**config.mk**
```make
export PLATFORM = sky130hd
export DESIGN_NAME = keypad_scanner
export DESIGN_NICKNAME = d
export VERILOG_FILES = /design/src/rtl/calc_keys_pkg.sv /design/src/rtl/sync_2ff.sv /design/src/rtl/keypad_scanner.sv
export SDC_FILE = /design/constraint.sdc
export NUM_CORES = 1
export LEC_CHECK = 0
export CORE_ASPECT_RATIO = 0.6
export CORE_MARGIN = 3
export CORE_UTILIZATION = 35
export CTS_BUF_LIST = sky130_fd_sc_hd__clkbuf_2 sky130_fd_sc_hd__clkbuf_4 sky130_fd_sc_hd__clkbuf_8
export DETAILED_ROUTE_END_ITERATION = 12
export DONT_BUFFER_PORTS = 1
export HOLD_SLACK_MARGIN = 0.02
export PLACE_DENSITY = 0.56
export REMOVE_ABC_BUFFERS = 1
export SLEW_MARGIN = 10
export SYNTH_ARGS = -nofsm -noshare
export SYNTH_HDL_FRONTEND = slang
export SYNTH_SLANG_ARGS = --single-unit
```
**constraint.sdc**
```tcl
create_clock -name clock -period 2.08 [get_ports clock]
set_clock_uncertainty 0.05 [all_clocks]
set_input_delay 0.312 -clock clock [delete_from_list [all_inputs] [get_ports clock]]
set_output_delay 0.312 -clock clock [all_outputs]
set_load 0.03 [all_outputs]
```
**src/rtl/calc_keys_pkg.sv**
```systemverilog
// Key codes, key-matrix map and scanner FSM states shared by the keypad
// scanner and CalculatorLogic.
package calc_keys_pkg;

  localparam logic [4:0] NULL  = 5'h00;
  localparam logic [4:0] CLEAR = 5'h01;
  localparam logic [4:0] PLUS  = 5'h02;
  localparam logic [4:0] MUL   = 5'h03;
  localparam logic [4:0] EQUAL = 5'h04;
  localparam int         DIGIT = 4;

  typedef enum logic [1:0] {
    SCAN,
    DEBOUNCE_PRESS,
    REPORT,
    HOLD
  } scan_state_t;

  function automatic logic [4:0] digit_code(input logic [3:0] d);
    logic [4:0] k;
    k        = '0;
    k[DIGIT] = 1'b1;
    k[3:0]   = d;
    return k;
  endfunction

  function automatic logic [4:0] key_lookup(input logic [1:0] row, input logic [2:0] col);
    logic [4:0] k;
    k = NULL;
    case (row)
      2'd0: case (col)
        3'd0: k = digit_code(4'h1);
        3'd1: k = digit_code(4'h2);
        3'd2: k = digit_code(4'h3);
        3'd3: k = digit_code(4'hA);
        3'd4: k = CLEAR;
        default: k = NULL;
      endcase
      2'd1: case (col)
        3'd0: k = digit_code(4'h4);
        3'd1: k = digit_code(4'h5);
        3'd2: k = digit_code(4'h6);
        3'd3: k = digit_code(4'hB);
        3'd4: k = PLUS;
        default: k = NULL;
      endcase
      2'd2: case (col)
        3'd0: k = digit_code(4'h7);
        3'd1: k = digit_code(4'h8);
        3'd2: k = digit_code(4'h9);
        3'd3: k = digit_code(4'hC);
        3'd4: k = MUL;
        default: k = NULL;
      endcase
      default: case (col)
        3'd0: k = digit_code(4'h0);
        3'd1: k = digit_code(4'hF);
        3'd2: k = digit_code(4'hE);
        3'd3: k = digit_code(4'hD);
        3'd4: k = EQUAL;
        default: k = NULL;
      endcase
    endcase
    return k;
  endfunction

endpackage

```
**src/rtl/sync_2ff.sv**
```systemverilog
// Two-flop synchroniser for asynchronous level inputs.
module sync_2ff #(
  parameter int           W       = 1,
  parameter logic [W-1:0] RST_VAL = '1
) (
  input  logic         clk,
  input  logic         rst_n,
  input  logic [W-1:0] d,
  output logic [W-1:0] q
);

  logic [W-1:0] meta_p0;

  always_ff @(posedge clk or negedge rst_n) begin
    if (!rst_n) begin
      meta_p0 <= RST_VAL;
      q       <= RST_VAL;
    end else begin
      meta_p0 <= d;
      q       <= meta_p0;
    end
  end

endmodule

```
**src/rtl/keypad_scanner.sv**
```systemverilog
// 4x5 key-matrix scanner: column scan, press/release debounce and keycode
// encoding with a one-cycle newKey strobe.
module keypad_scanner
  import calc_keys_pkg::*;
#(
  parameter int SCAN_DIV     = 1000,
  parameter int DEBOUNCE_CNT = 50000
) (
  input  logic       clock,
  input  logic       reset,
  input  logic [3:0] rowIn,
  output logic [4:0] colOut,
  output logic [4:0] keycode,
  output logic       newKey
);

  localparam int CNT_MAX = (SCAN_DIV > DEBOUNCE_CNT) ? SCAN_DIV : DEBOUNCE_CNT;
  localparam int CNT_W   = $clog2(CNT_MAX);
  localparam logic [CNT_W-1:0] SCAN_LAST = CNT_W'(SCAN_DIV - 1);
  localparam logic [CNT_W-1:0] DEB_LAST  = CNT_W'(DEBOUNCE_CNT - 1);

  scan_state_t      state, state_nxt;
  logic [CNT_W-1:0] cnt, cnt_nxt;
  logic [2:0]       col, col_nxt;
  logic [1:0]       row_q, row_nxt;
  logic [4:0]       key_nxt;
  logic             newkey_nxt;
  logic [3:0]       row_s;
  logic             any_low;
  logic [1:0]       low_row;

  function automatic logic [2:0] next_col(input logic [2:0] c);
    return (c == 3'd4) ? 3'd0 : c + 3'd1;
  endfunction

  sync_2ff #(.W(4), .RST_VAL(4'hF)) u_row_sync (
    .clk  (clock),
    .rst_n(reset),
    .d    (rowIn),
    .q    (row_s)
  );

  assign colOut  = ~(5'b00001 << col);
  assign any_low = ~&row_s;

  // Lowest-numbered active row wins when several rows are low
  always_comb begin
    casez (row_s)
      4'b???0: low_row = 2'd0;
      4'b??01: low_row = 2'd1;
      4'b?011: low_row = 2'd2;
      default: low_row = 2'd3;
    endcase
  end

  always_ff @(posedge clock or negedge reset) begin
    if (!reset) begin
      state   <= SCAN;
      cnt     <= '0;
      col     <= 3'd0;
      row_q   <= 2'd0;
      keycode <= NULL;
      newKey  <= 1'b0;
    end else begin
      state   <= state_nxt;
      cnt     <= cnt_nxt;
      col     <= col_nxt;
      row_q   <= row_nxt;
      keycode <= key_nxt;
      newKey  <= newkey_nxt;
    end
  end

  always_comb begin
    state_nxt  = state;
    cnt_nxt    = cnt + 1'b1;
    col_nxt    = col;
    row_nxt    = row_q;
    key_nxt    = keycode;
    newkey_nxt = 1'b0;
    case (state)
      SCAN: begin
        if (cnt == SCAN_LAST) begin
          cnt_nxt = '0;
          if (any_low) begin
            row_nxt   = low_row;
            state_nxt = DEBOUNCE_PRESS;
          end else begin
            col_nxt = next_col(col);
          end
        end
      end
      DEBOUNCE_PRESS: begin
        if (row_s[row_q]) begin
          cnt_nxt   = '0;
          col_nxt   = next_col(col);
          state_nxt = SCAN;
        end else if (cnt == DEB_LAST) begin
          cnt_nxt   = '0;
          key_nxt   = key_lookup(row_q, col);
          state_nxt = REPORT;
        end
      end
      // keycode has settled for one cycle; strobe on the way into HOLD
      REPORT: begin
        cnt_nxt    = '0;
        newkey_nxt = 1'b1;
        state_nxt  = HOLD;
      end
      HOLD: begin
        if (!row_s[row_q]) begin
          cnt_nxt = '0;
        end else if (cnt == DEB_LAST) begin
          cnt_nxt   = '0;
          key_nxt   = NULL;
          col_nxt   = 3'd0;
          state_nxt = SCAN;
        end
      end
      default: begin
        cnt_nxt   = '0;
        state_nxt = SCAN;
      end
    endcase
  end

endmodule

```
-- Word level (Yosys, flattened, before mapping)
Cells that the tools add are included.
- reductions and logical operators: 10
- shifts and indexed selects: 1
- add/sub/neg operators: 2
- multiplexer cells: 33
- $lt $le $gt $ge: 1
- bitwise gates (word level): 3
- eq/ne operators: 22
- operators with widths (cell ; number):
    case mux 5 bit (5 select lines) ; 4
    2-to-1 mux 16 bit ; 4
    case mux 16 bit (4 select lines) ; 1
    2-to-1 mux 5 bit ; 4
    2-to-1 mux 3 bit ; 6
    adder 16 x 1 -> 16 bit, second input constant ; 1
    == test 16 x 10 -> 1 bit, second input constant ; 1
    == test 16 bit, second input constant ; 1
    inequality test 2 bit, second input constant ; 8
    case mux 5 bit (3 select lines) ; 1
    2-to-1 mux 2 bit ; 6
    case mux 5 bit (2 select lines) ; 1
    AND reduction 5 bit ; 2
    == test 3 x 2 -> 1 bit, second input constant ; 3
    case mux 3 bit (3 select lines) ; 1
    case mux 2 bit (4 select lines) ; 1
    == test 2 x 1 -> 1 bit, second input constant ; 3
    == test 2 bit, second input constant ; 3
    case mux 2 bit (3 select lines) ; 1
    AND reduction 6 bit ; 1
    inverter 5 bit ; 1
    left shift 1 x 3 -> 5 bit, first input constant ; 1
    zero test 2 bit ; 2
    AND reduction 4 bit ; 1
    12 further kinds ; 14
- register bits: 37

-- Longest topological paths before layout
Gate-level depths: netlist of run 1.
- word-level depth: 6
- mapped depth: 6
- mapped depth without buffers: 6

-- Modules after synthesis
From an unflattened synthesis of run 1, not the netlist that was laid out.
- cells, all modules: 186
- area, all modules: 1930.6 µm²
- by module, submodules not included (module ; instances ; area each (µm²) ; cells an instance):
    keypad_scanner ; 1 ; 1720.4 ; 178
    sync_2ff ; 1 ; 210.2 ; 8

-- Worst setup path before layout of run 1
No wires, ideal clock.
- path kind: register -> register
- start: register cnt[10]
- end: register cnt[10]
- arrival: 2.075 ns
- clock period less this slack: 2.244 ns
- library setup time: 0.119 ns
- cell stages (with the launch flop): 6
- path buffers: 1
- slack: -0.164 ns
- data required time: 1.911 ns
- cell sequence: dfrtp_1 or4_4 or4_4 a32oi_4 buf_6 nor2_2
- longest elaborated chain between the ends: 4
- elaborated cells between the ends (all ways): 8
- classes of those cells: add/sub (1); eq/ne (2); mux (5)
- ends and longest elaborated chain (what ; line ; RTL):
    from (decl) ; keypad_scanner.sv:23 ; logic [CNT_W-1:0] cnt, cnt_nxt;
    from (signal assigned) ; keypad_scanner.sv:66 ; cnt <= cnt_nxt;
    adder 16 x 1 -> 16 bit / == test 16 bit (equally long branches) ; keypad_scanner.sv:76, keypad_scanner.sv:98, keypad_scanner.sv:113 ;
    2-to-1 mux 16 bit ; keypad_scanner.sv:98, keypad_scanner.sv:113 ;
    2-to-1 mux 16 bit (on tied branches) ; keypad_scanner.sv:111, keypad_scanner.sv:94 ;
    case mux 16 bit (4 select lines) (*) ; keypad_scanner.sv:81 ; case (state)
    named net cnt_nxt[10] ; keypad_scanner.sv:23 ;
The timed path passes the listed nets; every way through them passes the cells marked *.
A chain may end at the register's enable or synchronous reset.

-- Worst setup path in the final report of run 1
- start: register cnt[11]
- end: register cnt[1]
- longest elaborated chain between the ends: 4
- elaborated cells between the ends (all ways): 7
- classes of those cells: eq/ne (2); mux (5)
- ends and longest elaborated chain (what ; line):
    == test 16 bit ; keypad_scanner.sv:98, keypad_scanner.sv:113
    2-to-1 mux 16 bit ; keypad_scanner.sv:98, keypad_scanner.sv:113
    2-to-1 mux 16 bit (on tied branches) ; keypad_scanner.sv:111, keypad_scanner.sv:94
    case mux 16 bit (4 select lines) (*) ; keypad_scanner.sv:81
    named net cnt_nxt[1] ; keypad_scanner.sv:23
Marked as above.

==> summary.md, run 1 <==
| Metric | Value |
|---|---|
| Worst-Margin Slew | 0.4365 ns |
| DR vias | approximately 1,500 |
| Switching part of the total | 23.46% |
| Clk root buf | clkbuf_8 |
| PortBufs | 0 |
| Syn avg cell area | 10.96 sq um |
| Final min period | 2.201 ns |
| Synth Instances | approximately 180 |
| H-Tree Depth | 2 |
| Number of global-route vias before repair | 1,405 |
| CP startpoint kind | flip-flop |
| Iteration count of the initial detailed-routing pass | 4 |
| Post-synth EDFFs | 0 |
| Nets | between 200 and 250 |
| Maximum vdd drop | around 0.34 mV |
| Max Cap Violations | 0 |
| Vias per cell | ~5.3 |
| Failing checks | setup timing |
| Arrival @ worst endpoint | 2.33 ns |
| Post-layout worst setup margin | -0.1209 ns |
| CTS Buf Count | 5 |
| Synth warn | 0 |
| Final hold violation count | 0 |
| Yosys cell types | 50 |
| Worst skew pair latency | 0.29 ns |
| Pwr dens | approximately 530 nW/um^2 |
| Routed Antenna Nets | 0 |
| Core area | 5180 sq um |
| Async SR Flop Fraction | 100.0% |
| # clock sinks | 37 |
| Global-route wire length before repair | 7.031 mm |
| Die footprint | 6468 sq um |
| DP HPWL | 3.039 mm |
| Ports | 17 |
| Placed Cells | 259 |
| Post-synthesis cell area | 1929 sq um |
| Global route overflow | 0 |
| Psw | between 0.3 and 0.4 mW |
| Clk buf depth | 2 |
| Initial antenna violation count | 0 |
| Critical setup path kind | flip-flop to flip-flop |
| Die H | between 60 and 70 um |
| Outcome | finished with violations |
| CTS tree | yes |
| Power share of the clock group | 40.3% |
| Slew Limit Fails | 0 |
| Leak Pwr | between 1 and 1.5 nW |
| Sequential share of the synthesized area | 48.51% |
| First DRT Iteration DRCs | 77 |
| Dominant synthesized flop cell | dfrtp_1 |
| Per-cell routed wire length | 14.98 um |
| RSZ-0062 raised after global routing | true |
| Pin count of the biggest net entering global routing | 38 |
| Internal | 0.9899 mW |
| GRT Overall Usage | 14.04% |
| Setup TNS | -1.658 ns |
| Row Count | 20 |
| Width of the die | 101.9 um |
| Fill count | 456 |
| Part of the power in registers | 57.0% |
| Diode count | 0 |
| Combinational Power Share | 2.7% |
| Number of setup violations in the final report | 16 |
| Final GP Congestion | 0.8174 |
| Worst-path fanout max | 8 |
| CTS clk-pin slew, worst paths | 0.08 ns |
| Normalized max-slew margin | 70.90% |
| Share of cells above drive strength 1 | 36.02% |
| Worst Setup End Kind | flip-flop |
| Min-Delay Path Class | flip-flop to flip-flop |
| Fin cells | ~280 |
| Critical Path RT | 2.21 ns |
| Area growth, synth to finish | 25.62% |
| Final period utilization | 105.8% |
| Register Area | about 940 sq um |
| Final Hold Slack | ~0.3 ns |
| Maximum operating frequency | around 450 MHz |
| Post-synthesis register bit count | 37 |
| Initial Util | 37.25% |
| Area of the multi-input gates | 997.2 sq um |
| # DRC | 0 |
| WL final | approximately 4.1 mm |
## cells by family after synthesis
kind of cell | Yosys count | synth area share [%]
AND/OR/NAND/NOR | 69 | 21.66
buffers and inverters | 16 | 3.502
flip-flops | 37 | 48.51
adder cells (fa/ha/maj) | 7 | 4.410
multiplexers | 10 | 6.031
XOR/XNOR | 12 | 5.447
AO/OA/AOI/OAI | 25 | 10.44
## timing repair
action	in CTS	in global routing
endpoints found under the setup margin	21	28
pin swaps	6	8
resized for setup	9	8
gates cloned	1	0
setup buffers	3	2
hold buffers	6	0
hold endpoints to repair	41	0
## power groups by stage
stage / logic [mW] / registers, mW / clock network [mW]
floorplan: 0.00688 / 0.750 / 0
global placement: 0.00986 / 0.751 / 0
detailed placement: 0.00981 / 0.751 / 0
CTS: 0.0368 / 0.737 / 0.538
global route: 0.0408 / 0.739 / 0.566
finish: 0.0353 / 0.737 / 0.521
## layer usage
| layer | vias up | GRT usage [%] | part of all wire, % |
|---|---|---|---|
| met4 | 0 | 3.437 | 1.1 |
| met5 | - | 0 | 0 |
| met2 | 34 | 19.06 | 41 |
| li1 | 705 | - | - |
| met1 | 734 | 21.45 | 51 |
| met3 | 4 | 4.314 | 6.0 |
## critical path, cell delays in order, from the launching register on
cell,delay (ns)
dfrtp_1,0.39
or4_4,0.55
or4_4,0.57
a32oi_4,0.26
buf_6,0.20
nor2b_1,0.06
## registers in the layout (all words and copies together), names as in the netlist, named ones only
register            count
newKey                  1
cnt                    16
u_row_sync.q            4
keycode                 5
state                   1
u_row_sync.meta_p0      4
col                     3
row_q                   2
## stage by stage
stage          power, mW  area, sq um  util, %  setup slack (ns)
3_5_place_dp      0.7610         2163    41.76           -0.1133
5_1_grt            1.346         2424    46.79           -0.1600
4_1_cts            1.312         2406    46.45          -0.09984
2_1_floorplan     0.7566         1903        -           -0.2483
6_report           1.293         2424    46.79           -0.1209
3_3_place_gp      0.7605         2163    41.76          -0.09152
## cell usage after synthesis, types with 4 or more instances
| cell type | instances | area share (%) |
|---|---|---|
| a21oi_1 | 6 | 1.6 |
| clkbuf_1 | 4 | 0.78 |
| dfrtp_1 | 29 | 38 |
| dfstp_2 | 8 | 11 |
| ha_1 | 6 | 3.9 |
| inv_1 | 11 | 2.1 |
| mux2i_1 | 6 | 3.1 |
| nand2_1 | 12 | 2.3 |
| nand3_1 | 7 | 1.8 |
| nand4_1 | 5 | 1.6 |
| nor2_1 | 5 | 0.97 |
| nor2_2 | 10 | 3.2 |
| xnor2_1 | 5 | 2.3 |
| xor2_1 | 7 | 3.2 |
## worst paths after layout
check,from,to,slack (ns),depth (start not counted)
worst max register to register,cnt[11]$_DFF_PN0_,cnt[1]$_DFF_PN0_,-0.12,5
worst max-delay path,cnt[11]$_DFF_PN0_,cnt[1]$_DFF_PN0_,-0.12,5
worst min register to register,u_row_sync.meta_p0[3]$_DFF_PN1_,u_row_sync.q[3]$_DFF_PN1_,0.31,0
max in group asynchronous,reset,u_row_sync.meta_p0[0]$_DFF_PN1_,1.31,2
min in group asynchronous,reset,keycode[3]$_DFFE_PN0P_,0.42,2
worst min-delay path,u_row_sync.meta_p0[3]$_DFF_PN1_,u_row_sync.q[3]$_DFF_PN1_,0.31,0
## cell type report
class	instances	area share (%)
Multi-Input combinational cell	123	41.15
Sequential cell	37	38.62
Timing Repair Buffer	32	11.25
Tap cell	66	3.407
Clock buffer	5	2.839
Inverter	11	1.704
Clock inverter	3	1.033
## cells in the final DEF (no fill, tap or decap), types with 6 or more instances in the layout
master and count:
buf_4 24, dfrtp_1 29, dfstp_2 8, ha_1 6, inv_1 11, mux2i_1 6
nand2_1 12, nand3_1 7, nor2_2 11, xor2_1 7
No activity file was read; power rests on OpenSTA's default activity.
==> inputs of run 2 (changes only) <==
- ABC_AREA: unset -> 1
- CORE_MARGIN: 3 -> 2
- CTS_BUF_LIST: sky130_fd_sc_hd__clkbuf_2 sky130_fd_sc_hd__clkbuf_4 sky130_fd_sc_hd__clkbuf_8 -> sky130_fd_sc_hd__clkbuf_16
==> run 2 against run 1 <==
  * The run now ends clean
  * Hold slack lost 0.0038 ns
  * Worst setup slack better by 0.40 ns
  * Sequential power increased by 0.5%
  * Utilization down 5.6 points
  * Via count increased by 24%
  * Final cell count is 39% higher
  * Routed wire length rose by 14%
  * Synthesized area up 18%
  * Maximum frequency increased by 22%
  * Register-to-register slack improved by 0.40 ns
  * Total power rose by 18%
  * Synthesized cell count up 65%
  * Critical endpoint unchanged
  * Largest cell class unchanged
==> summary.md, run 2 <==
| Metric | Value |
|---|---|
| Most common cell after layout, fill and taps aside | nand2_1 |
| Area of the multi-input gates | 1147 sq um |
| First DRT Iteration DRCs | 146 |
| Post-CTS setup buffers | 0 |
| Number of global-route vias before repair | 1,714 |
| Final period utilization | 86.56% |
| Post-synth EDFFs | 0 |
| CTS Hold Bufs | 6 |
| Critical Path RT | 2.17 ns |
| Fin cells | about 390 |
| WL final | 4.711 mm |
| Pre-CTS setup slack | 0.3042 ns |
| Max reg flops | 16 |
| Post-synthesis cell area | 2280 sq um |
| PortBufs | 0 |
| Post-CTS Resized | 0 |
| Number of setup violations in the final report | 0 |
| Final hold violation count | 0 |
| Setup TNS | 0 ns |
| CTS tree | yes |
| Die footprint | a little over 7000 sq um |
| Yosys cell types | 32 |
| H-Tree Depth | 2 |
| Width of the die | 108.2 um |
| Area growth, synth to finish | 11.91% |
| Post-synth top area share | between 30% and 40% |
| CP Buf/Inv Count | 1 |
| Hold depth | 0 |
| Async SR Flop Fraction | 100.0% |
| Outcome | complete, no violations |
| CP startpoint kind | flip-flop |
| Slew Limit Fails | 0 |
| # DRC | 0 |
| Register Area | 935.9 sq um |
| Initial Util | 36.81% |
| Worst Setup End Kind | flip-flop |
| GRT Overall Usage | 15.23% |
| Synth warn | 0 |
| Pwr dens | 596.4 nW/um^2 |
| Synth top cells by count | nand2_1, nor2_1, dfrtp_1 |
| Routed Antenna Nets | 0 |
| # clock sinks | 37 |
| Fill count | about 620 |
| Critical setup path kind | flip-flop to flip-flop |
| Vias per cell | 4.764 |
| Cell taking the most area after synthesis | dfrtp_1 |
| Clk buf depth | 2 |
| Final GP Congestion | 0.8590 |
| R2R depth | 7 |
| Post-synthesis register bit count | 37 |
| RSZ-0062 raised after global routing | false |
| Top Registers | cnt: 16 flops, keycode: 5 flops |
| Placed instance area | 2335 sq um |
| Crit. path cell count | 7 |
| Max Cap Violations | 0 |
| Iteration count of the initial detailed-routing pass | 5 |
| Max incr delay on CP | approximately 0.6 ns |
| Maximum vdd drop | 0.3685 mV |
| Placed Cells | around 370 |
| Sequential share of the synthesized area | 41.05% |
| Min-Delay Path Class | flip-flop to flip-flop |
| Row Count | 22 |
| Normalized max-slew margin | 71.66% |
| Final min period | 1.801 ns |
| Worst-Margin Slew | 0.4251 ns |
| CTS Buf Count | 5 |
| Dominant synthesized flop cell | dfrtp_1 |
| Nets | roughly 310 |
| Arrival @ worst endpoint | around 1.9 ns |
| Most frequent cell after synthesis | nand2_1 |
| Maximum operating frequency | 555.4 MHz |
| Initial antenna violation count | 0 |
| Syn avg cell area | 7.861 sq um |
| Pin count of the biggest net entering global routing | 38 |
| Die H | ~67 um |
| Biggest register | cnt |
| Global-route wire length before repair | 8.487 mm |
| Ports | 17 |
| Post-layout worst setup margin | 0.2795 ns |
| Per-cell routed wire length | 12.24 um |
| CP cell instances | inv_2, nand3_1, nand2_1, nor2_2, nand2_4, nand4_4, a21boi_0 |
| Largest cells by area after synthesis | dfrtp_1, nand2_1, dfstp_2, nor2_1, inv_1 |
| Slowest cell on crit path | dfrtp_1 |
| Share of cells above drive strength 1 | 17.61% |
| Worst skew pair latency | 0.28 ns |
| Most frequent cells in the layout | nand2_1, nor2_1, dfrtp_1 |
| Global route overflow | 0 |
| CTS clk-pin slew, worst paths | about 0.060 ns |
| DP HPWL | 3.560 mm |
| DR vias | 1,834 |
| Final instance area | 2551 sq um |
| Diode count | 0 |
| Leak Pwr | 1.214 nW |
| Final core occ | 41.19% |
| Synth Instances | 290 |
| CP delay by family, top | simple AND/OR/NAND/NOR gates |
| Worst-path fanout max | 16 |
| Clk root buf | clkbuf_16 |
| Core area | between 6000 and 7000 sq um |
run 2: changes by cell type after synthesis, moves of 4 or more:
cell and change:
clkbuf_1 -4, nor2_1 +26, inv_1 +17, nand3_1 +7, mux2i_1 -6, nand2_1 +73
nand2_2 +5, nor2_2 -4, a21oi_2 +10, o21ai_0 +8
run 2: worst reg2reg max path: stages (launching register included):
cell      delay [ns]
dfrtp_1         0.60
inv_2           0.12
nand3_1         0.09
nand2_1         0.07
nor2_2          0.27
nand2_4         0.10
nand4_4         0.23
a21boi_0        0.15
run 2: cells by family (layout without fill, tap and decap cells):
logic type | after synthesis | in the layout | share of synthesized area, %
AOI/OAI and AO/OA | 37 | 37 | 10.59
xor gates and xnor gates | 9 | 9 | 3.458
and+or+nand+nor | 163 | 163 | 32.99
DFF | 37 | 37 | 41.05
adders and majority gates | 6 | 6 | 3.293
buffers and inverters | 38 | 49 | 8.617
run 2: layout make-up:
type	count	share of cell area, %
clock buffer	5	4.904
clock inverter	3	0.8337
inverter	31	4.561
multi-input combinational	215	44.97
sequential	37	36.68
tap	84	4.120
timing repair buffer	10	3.923
run 2: routing by layer:
metal  global-route usage, %  up-vias  part of all wire, %
met1                   24.58      824                   58
met2                   18.87       62                   34
met3                   4.305        2                  7.2
met5                       0        -                    0
li1                        -      946                    -
met4                   3.846        0                 0.53
run 2: final timing paths:
path                       slack [ns]                   endpoint                       startpoint
max in group asynchronous        1.30  u_row_sync.q[3]$_DFF_PN1_                            reset
hold reg to reg                  0.30  u_row_sync.q[2]$_DFF_PN1_  u_row_sync.meta_p0[2]$_DFF_PN1_
hold / removal                   0.30  u_row_sync.q[2]$_DFF_PN1_  u_row_sync.meta_p0[2]$_DFF_PN1_
min in group asynchronous        0.43          cnt[11]$_DFF_PN0_                            reset
setup reg to reg                 0.28           cnt[1]$_DFF_PN0_             row_q[0]$_DFFE_PN0P_
setup / recovery                 0.28           cnt[1]$_DFF_PN0_             row_q[0]$_DFFE_PN0P_
run 2: through the flow:
stage	hold slack [ns]	total power, mW
6_report	0.3048	1.522
5_1_grt	0.3127	1.588
4_1_cts	0.3054	1.546
3_5_place_dp	-0.03212	0.7663
3_3_place_gp	-0.03218	0.7665
2_1_floorplan	-0.03359	0.7620
run 2: power by group:
group / internal [mW] / switching [mW]
Combinational: 0.0141 / 0.0241
Clock: 0.445 / 0.297
Sequential: 0.734 / 0.00630
Total: 1.19 / 0.328
